<file path="src/rtl/mpc_sequencer.sv">
// Microprogram sequencer: forms the next control-store address from the
// NEXT_ADDRESS/JAM fields, ALU flags and MBR, and adds run/halt/step control,
// a memory-wait stall and saturating retire/stall counters.
module mpc_sequencer #(
    parameter logic [8:0]  RESET_ADDR = 9'h000,
    parameter logic [8:0]  HALT_ADDR  = 9'h1FF,
    parameter int unsigned CNT_W      = 16
) (
    input  logic             clk,
    input  logic             reset,
    input  logic             start,
    input  logic             step_mode,
    input  logic             step,
    input  logic [8:0]       next_addr,
    input  logic [2:0]       jam,
    input  logic [2:0]       mem,
    input  logic             alu_n,
    input  logic             alu_z,
    input  logic [7:0]       mbr,
    input  logic             mem_wait,
    output logic [8:0]       mpc,
    output logic             rom_read,
    output logic             running,
    output logic             halted,
    output logic [CNT_W-1:0] ucycle_cnt,
    output logic [CNT_W-1:0] stall_cnt
);

    typedef enum logic [1:0] {
        StIdle,
        StRun,
        StStall,
        StHalt
    } state_e;

    state_e           state_q, state_d;
    logic [8:0]       mpc_q, mpc_d;
    logic [CNT_W-1:0] ucnt_q, ucnt_d;
    logic [CNT_W-1:0] scnt_q, scnt_d;
    logic             n_q, n_d;
    logic             z_q, z_d;

    logic [8:0]       nxt;
    logic             adv;

    // Next-address function: JMPC ORs MBR into the low byte, JAMN/JAMZ force bit 8.
    always_comb begin
        nxt = next_addr;
        if (jam[2]) begin
            nxt[7:0] = next_addr[7:0] | mbr;
        end
        if ((jam[1] & alu_n) | (jam[0] & alu_z)) begin
            nxt[8] = 1'b1;
        end
    end

    // A wait always wins over a step pulse; the pulse is simply lost.
    assign adv = (step_mode ? step : 1'b1) & ~mem_wait;

    // Next-state, next-address and counter update.
    always_comb begin
        state_d = state_q;
        mpc_d   = mpc_q;
        ucnt_d  = ucnt_q;
        scnt_d  = scnt_q;
        n_d     = n_q;
        z_d     = z_q;
        unique case (state_q)
            StIdle: begin
                if (start) begin
                    state_d = StRun;
                end
            end
            StRun: begin
                if (adv) begin
                    mpc_d  = nxt;
                    ucnt_d = (ucnt_q == {CNT_W{1'b1}}) ? ucnt_q : ucnt_q + 1'b1;
                    n_d    = alu_n;
                    z_d    = alu_z;
                    if (nxt == HALT_ADDR) begin
                        state_d = StHalt;
                    end
                end else if (mem_wait && (mem != 3'b000)) begin
                    state_d = StStall;
                end
            end
            StStall: begin
                scnt_d = (scnt_q == {CNT_W{1'b1}}) ? scnt_q : scnt_q + 1'b1;
                // Exit cycle only returns to RUN; the advance happens next cycle.
                if (!mem_wait) begin
                    state_d = StRun;
                end
            end
            StHalt: begin
                if (start) begin
                    mpc_d   = RESET_ADDR;
                    state_d = StRun;
                end
            end
            default: begin
                state_d = StIdle;
            end
        endcase
    end

    // State, address, flag latches and counters.
    always_ff @(posedge clk or negedge reset) begin
        if (!reset) begin
            state_q <= StIdle;
            mpc_q   <= RESET_ADDR;
            ucnt_q  <= '0;
            scnt_q  <= '0;
            n_q     <= 1'b0;
            z_q     <= 1'b0;
        end else begin
            state_q <= state_d;
            mpc_q   <= mpc_d;
            ucnt_q  <= ucnt_d;
            scnt_q  <= scnt_d;
            n_q     <= n_d;
            z_q     <= z_d;
        end
    end

    // Status outputs decoded from the state register.
    assign mpc        = mpc_q;
    assign running    = (state_q == StRun) || (state_q == StStall);
    assign rom_read   = running;
    assign halted     = (state_q == StHalt);
    assign ucycle_cnt = ucnt_q;
    assign stall_cnt  = scnt_q;

endmodule

</file>
<file path="config.mk">
export PLATFORM = sky130hd
export DESIGN_NAME = mpc_sequencer
export DESIGN_NICKNAME = d
export VERILOG_FILES = /design/src/rtl/mpc_sequencer.sv
export SDC_FILE = /design/constraint.sdc
export NUM_CORES = 1
export LEC_CHECK = 0
export BUFFER_PORTS_ARGS = -buffer_cell sky130_fd_sc_hd__buf_4
export CORE_MARGIN = 2
export CORE_UTILIZATION = 34
export DETAILED_ROUTE_END_ITERATION = 8
export GPL_TIMING_DRIVEN = 0
export SLEW_MARGIN = 15
export SYNTH_ARGS = -nofsm -noshare
export SYNTH_HDL_FRONTEND = slang
export SYNTH_SLANG_ARGS = --single-unit
</file>
<file path="constraint.sdc">
create_clock -name clk -period 2.3 [get_ports clk]
set_input_delay 0.345 -clock clk [delete_from_list [all_inputs] [get_ports clk]]
set_output_delay 0.345 -clock clk [all_outputs]
set_load 0.005 [all_outputs]
</file>
==> results by group, run 1 <==
Worst setup path
  • Worst setup SP type: register
  • CP endpoint kind: register
  • CP required: 2470 ps
  • Largest stage delay on the critical path: 480 ps
  • Crit Path Category: register to register
  • Worst-path cell chain: inv_1, ha_1, or3b_1, buf_6, nor4b_2, nand3_1, xnor2_1
  • R2r endpoint: ucycle_cnt[11]
  • CP max stage cell: nor4b_2
  • FF-to-FF Start: state_q[1]
  • CP Max Fanout: 6
  • Worst Path Arrival: between 2000 and 2500 ps
  • R2r setup slk: about 160 ps
  • Crit path buffers/inverters: 2
  • Delay-heaviest family, CP: simple AND/OR/NAND/NOR gates
  • Cells on worst reg2reg path: 7

Die
  • Starting density of the core: ~35%
  • Core area: 6240 µm²
  • Row cnt: 29
  • Die width: about 84 µm
  • Die height: 83.7 µm
  • Die area: 7010 µm²
  • # IOs: between 70 and 80

Timing
  • RSZ-0062 raised after global routing: no
  • Final min period: 2140 ps
  • Final hold vios: 0
  • Fin Clk Skew: 3.76 ps
  • Crit share post-route: 92.9%
  • Max-slew headroom: about half
  • Worst slew pin tran: 758 ps
  • Setup violators final: 0
  • Slew Viols, Final: 0
  • Setup TNS Final: 0 ps
  • Hold slack: 49.5 ps
  • Max frequency: 468 MHz

Clocking
  • TritonCTS buffer count: 5
  • Clock transition at the registers of the reported paths: 80 ps
  • Clk sinks: 43
  • # Post-CTS Setup Buffers: 0
  • CTS tree: built
  • Clock root buffer: clkbuf_8
  • Skew-Pair Late Insertion Delay: 290 ps
  • Clk buf depth: 2
  • H-Tree Level Count: 2

Finish
  • Commonest non-fill, non-tap cells in the layout: buf_4, dfrtp_1, nand2_1
  • Share of post-route cells with drive strength above 1: between 30% and 40%
  • Layout Nets: 328
  • FILL cells: 618
  • Area of the multi-input gates: 1030 µm²
  • Non-filler cells, final: 368
  • Antenna Cells: 0
  • Area delta synth->final: 33.3%
  • Commonest non-fill, non-tap cell in the layout: buf_4
  • Storage element area: 1080 µm²

Place
  • Number of port buffers: 73
  • DP Wirelength: 3.74 mm
  • Gp weighted congestion: 0.744
  • Cells after DPL: 362

Min path
  • Hold Crit Class: primary input to async pin

Synth
  • Post-synthesis instance area: approximately 2200 µm²
  • YS warnings: 0
  • Distinct cells, synth: 36
  • Syn_nets: 248
  • Main synth FF type: dfrtp_1
  • Synth top area share: 49.8%
  • Sequential element share of the synthesized area: between 40 and 50%
  • Avg Cell Area, Syn: 10.2 µm²
  • Synth Register Bits: 43
  • Cells after synthesis: 212
  • Number of synthesized flops with an enable pin: 0
  • Top cells by area, synth: dfrtp_1, xnor2_1, nand2_1, nand3_1, xor2_1
  • Async SR Flop Fraction: 100%
  • Leading area contributor after synthesis: dfrtp_1

Pwr
  • Clock group share of total power: about 18%
  • Power per Cell Area: 876 nW/µm²
  • Worst ir drop on vdd: 0.555 mV
  • Internal power: 1.66 mW
  • Pleak: ~1.4 nW
  • Seq pwr share: 43.2%
  • Sw Pwr: 0.861 mW
  • Switching Share: 34.1%
  • Comb power frac: 39.3%

Job
  • Number of max-cap violations: 0

Route
  • Total number of vias: 1854
  • DR vias/cell: about 5.0
  • Final ANT Viol Nets: 0
  • Final wirelength: between 4 and 5 mm
  • # DRC: 0
  • Drt first pass iters: 4
  • Routed len/inst: 13.4 µm
  • Drt first-iter violations: 36

Global route
  • Largest net degree at the start of global routing: 44
  • Met2 usage: 23.8%
  • Most crowded layer after global routing: met2
  • GRT Residual Overflow: 0
  • Routing usage on met1: approximately a fifth
  • Tot GR Track Use: 14.9%
  • Met3 Usage GRT: 3.07%
  • Vias in the first global route: between 1500 and 2000
  • First-pass GRT wire length: about 8.6 mm
  • Initial antenna violation count: 0

Outcome
  • Outcome: finished, final reports clean
through the flow:
stage / instance area (µm²) / setup WS, ps / util (%) / power (mW)
4_1_cts: 2880 / 97.4 / 46.2 / 2.56
2_1_floorplan: 2160 / 318 / - / 1.62
3_3_place_gp: 2810 / -22.3 / 45.0 / 2.09
3_5_place_dp: 2810 / -19.7 / 45.0 / 2.11
6_report: 2880 / 164 / 46.2 / 2.52
5_1_grt: 2880 / 36.4 / 46.2 / 2.72
sequential cells by signal, indices dropped and copies added, names as in the netlist:
name	cells
stall_cnt	16
ucycle_cnt	16
mpc	9
state_q	2
cell usage after synthesis (2+ instances only):
library cell and number:
a21oi_1 13, and3_1 6, and4_1 3, clkbuf_1 3, dfrtp_1 43, ha_1 5, inv_1 6, mux2_2 3
nand2_1 29, nand3_1 16, nand4_1 8, nor2_1 10, nor3_1 9, o21ai_0 2, o22ai_1 3, o31ai_1 9
xnor2_1 18, xor2_1 8
power by group through the flow:
stage,clock network (mW),logic (mW),registers (mW)
CTS,0.455,1.01,1.09
detailed placement,0,1.00,1.10
global placement,0,0.990,1.10
finish,0.443,0.991,1.09
global route,0.483,1.12,1.12
floorplan,0,0.528,1.09
area by class of cell:
class                           instances  area share [%]
Buffer                                  5            1.13
Timing Repair Buffer                   73            19.0
Multi-Input combinational cell        158            35.9
Inverter                                6           0.782
Clock buffer                            6            2.52
Tap cell                               77            3.34
Sequential cell                        43            37.3
how the worst max path moves through the flow:
stage	startpoint	end	slack [ps]	depth (start not counted)
2_1_floorplan	state_q[1]	ucycle_cnt[14]	320	7
3_3_place_gp	state_q[1]	mpc[7]	-20	7
3_5_place_dp	state_q[1]	mpc[2]	-20	7
4_1_cts	state_q[1]	mpc[2]	100	7
5_1_grt	state_q[1]	ucycle_cnt[11]	40	7
6_report	state_q[1]	ucycle_cnt[11]	160	7
kinds of logic after synthesis:
family / after synthesis / share of synthesized area, %
and+or+nand+nor: 87 / 20.8
xor gates and xnor gates: 26 / 10.5
muxes: 4 / 2.03
AOI/OAI and AO/OA: 36 / 11.6
DFF: 43 / 49.8
adders and majority gates: 5 / 2.89
buffers and inverters: 11 / 2.43
layer usage:
metal | up-vias | part of all wire [%] | routed length, µm
li1 | 917 | - | -
met3 | 5 | 4.1 | 202
met1 | 887 | 47 | 2300
met2 | 45 | 48 | 2350
met4 | 0 | 1.1 | 56
met5 | - | 0 | 0
repair_timing:
action,in CTS,in global routing
resized for setup,1,2
endpoints found under the setup margin,9,9
hold buffers,0,0
endpoints found under the hold margin,0,0
gates cloned,0,0
Power figures use the tool's default switching activity.
==> run 2, diff against run 1 <==
- CORE_UTILIZATION: 34 -> 43
- MAX_ROUTING_LAYER: default -> met4
- PLACE_DENSITY: default -> 0.7
==> run 2 against run 1 <==
  * Register-to-register slack got worse by 20 ps
  * Cell area decreased by 0.13%
  * Critical endpoint is now ucycle_cnt[1]
  * Highest routed layer unchanged
  * Wire length decreased by 1.5%
  * Largest power group unchanged
==> results by group, run 2 (same netlist as run 1, synthesis figures left out) <==
Clocking
  • Clock transition at the registers of the reported paths: 80 ps (about the same)
  • Clock root buffer: clkbuf_8 (unchanged)
  • H-Tree Level Count: 2 (unchanged)
  • CTS tree: built (unchanged)
  • CTS resizes: 1 (unchanged)
  • Skew-Pair Late Insertion Delay: 290 ps (about the same)
  • Clk sinks: 43 (unchanged)
  • TritonCTS buffer count: 5 (unchanged)
  • # Post-CTS Setup Buffers: 0 (unchanged)
  • Hold_buf cts: 0 (unchanged)
  • Clk buf depth: 2 (unchanged)

Global route
  • Met2 usage: 28.1% (was 23.8%)
  • Met3 Usage GRT: 3.35% (was 3.07%)
  • First-pass GRT wire length: 7.92 mm (was 8.58 mm)
  • GRT Residual Overflow: 0 (unchanged)
  • Most crowded layer after global routing: met2 (unchanged)
  • Largest net degree at the start of global routing: 44 (unchanged)
  • Vias in the first global route: 1763 (was 1828)
  • Routing usage on met1: 25.6% (was 20.5%)
  • Initial antenna violation count: 0 (unchanged)
  • Tot GR Track Use: 18.7% (was 14.9%)

Die
  • # IOs: 75 (unchanged)
  • Starting density of the core: 45.2% (was 34.6%)
  • Die width: 74.9 µm (was 83.7 µm)
  • Core area: 4790 µm² (was 6240 µm²)
  • Die height: 74.9 µm (was 83.7 µm)
  • Row cnt: 25 (was 29)
  • Die area: 5610 µm² (was 7010 µm²)

Route
  • # DRC: 0 (unchanged)
  • Drt first pass iters: 4 (unchanged)
  • Routed len/inst: 13.5 µm (was 13.4 µm)
  • DR vias/cell: 5.17 (was 5.04)
  • Final wirelength: 4.84 mm (was 4.92 mm)
  • Drt first-iter violations: 51 (was 36)
  • Final ANT Viol Nets: 0 (unchanged)
  • Total number of vias: 1860 (was 1854)

Worst setup path
  • CP Max Fanout: 9 (was 6)
  • Cells on worst reg2reg path: 6 (was 7)
  • R2r setup slk: 150 ps (was 160 ps)
  • Worst setup SP type: register (unchanged)
  • CP endpoint kind: register (unchanged)
  • Crit Path Category: register to register (unchanged)
  • FF-to-FF Start: state_q[1] (unchanged)
  • Worst Path Arrival: 2330 ps (was 2300 ps)
  • R2r endpoint: ucycle_cnt[1] (was ucycle_cnt[11])
  • CP required: 2480 ps (was 2470 ps)

Finish
  • Layout Nets: 328 (unchanged)
  • Antenna Cells: 0 (unchanged)
  • Share of post-route cells with drive strength above 1: 31.4% (was 31.3%)
  • Commonest non-fill, non-tap cell in the layout: buf_4 (unchanged)
  • Design area: 2880 µm² (about the same)
  • Core Util, Final: 60.1% (was 46.2%)
  • Commonest non-fill, non-tap cells in the layout: buf_4, dfrtp_1, nand2_1 (unchanged)
  • Area delta synth->final: 33.1% (was 33.3%)
  • FILL cells: 418 (was 618)
  • Non-filler cells, final: 360 (was 368)

Timing
  • Worst slew pin tran: 757 ps (was 758 ps)
  • Hold slack: 42.4 ps (was 49.5 ps)
  • Final hold vios: 0 (unchanged)
  • Crit share post-route: 93.6% (was 92.9%)
  • Fin Clk Skew: 3.67 ps (was 3.76 ps)
  • Setup TNS Final: 0 ps (unchanged)
  • Slew Viols, Final: 0 (unchanged)
  • Final worst setup slack: 147 ps (was 164 ps)
  • Final min period: 2150 ps (was 2140 ps)
  • RSZ-0062 raised after global routing: no (unchanged)
  • Max frequency: 464 MHz (was 468 MHz)
  • Setup violators final: 0 (unchanged)
  • Max-slew headroom: 49.0% (was 48.9%)

Pwr
  • Worst ir drop on vdd: 0.648 mV (was 0.555 mV)
  • Total chip power: 2.55 mW (was 2.52 mW)
  • Pleak: 1.37 nW (was 1.36 nW)
  • Power per Cell Area: 887 nW/µm² (was 876 nW/µm²)

Place
  • Cells after DPL: 352 (was 362)
  • DP Wirelength: 3.60 mm (was 3.74 mm)
  • Gp weighted congestion: 0.792 (was 0.744)
  • Dpl ws: -12.4 ps (was -19.7 ps)
  • Number of port buffers: 73 (unchanged)
  • Post-DP Area: 2790 µm² (was 2810 µm²)

Min path
  • Hold Crit Class: primary input to async pin (unchanged)

Job
  • Number of max-cap violations: 0 (unchanged)

Outcome
  • Outcome: finished, final reports clean (unchanged)
-- run 2: how the worst max path moves through the flow --
stage | startpoint | to | slack, ps | depth (start not counted)
6_report | state_q[1] | ucycle_cnt[1] | 150 | 6
5_1_grt | state_q[1] | ucycle_cnt[1] | 20 | 6
4_1_cts | state_q[1] | mpc[5] | 100 | 7
3_5_place_dp | state_q[1] | mpc[5] | -10 | 7
3_3_place_gp | state_q[1] | mpc[0] | 40 | 7
2_1_floorplan | state_q[1] | ucycle_cnt[14] | 320 | 7
-- run 2: critical path: stages (launching register included) --
cell     delay [ps]
dfrtp_1         430
inv_1            80
ha_1            230
or3b_1          380
buf_6           140
a31oi_2         400
mux2_2          390
-- run 2: power breakdown --
group	leakage, nW	internal (mW)	switching (mW)	total (mW)
registers	0.567	0.929	0.160	1.09
clock network	0.0422	0.213	0.246	0.459
logic	0.757	0.531	0.474	1.01
total	1.37	1.67	0.880	2.55
-- run 2: routing by layer --
layer	up-vias	part of all wire [%]
met5	-	0
met4	0	1.4
met3	7	5.7
met2	63	46
met1	872	47
li1	918	-
-- run 2: final cells by class --
cell class	instances	area, µm²	share of cell area (%)
plain buffers	5	32.5	1.13
repair buffers	73	548	19.0
inverters	6	22.5	0.783
multi-input cells	158	1030	35.9
well taps	67	83.8	2.91
clock inverters	1	5.00	0.174
flip-flops and latches	43	1080	37.4
clock buffers	7	76.3	2.65
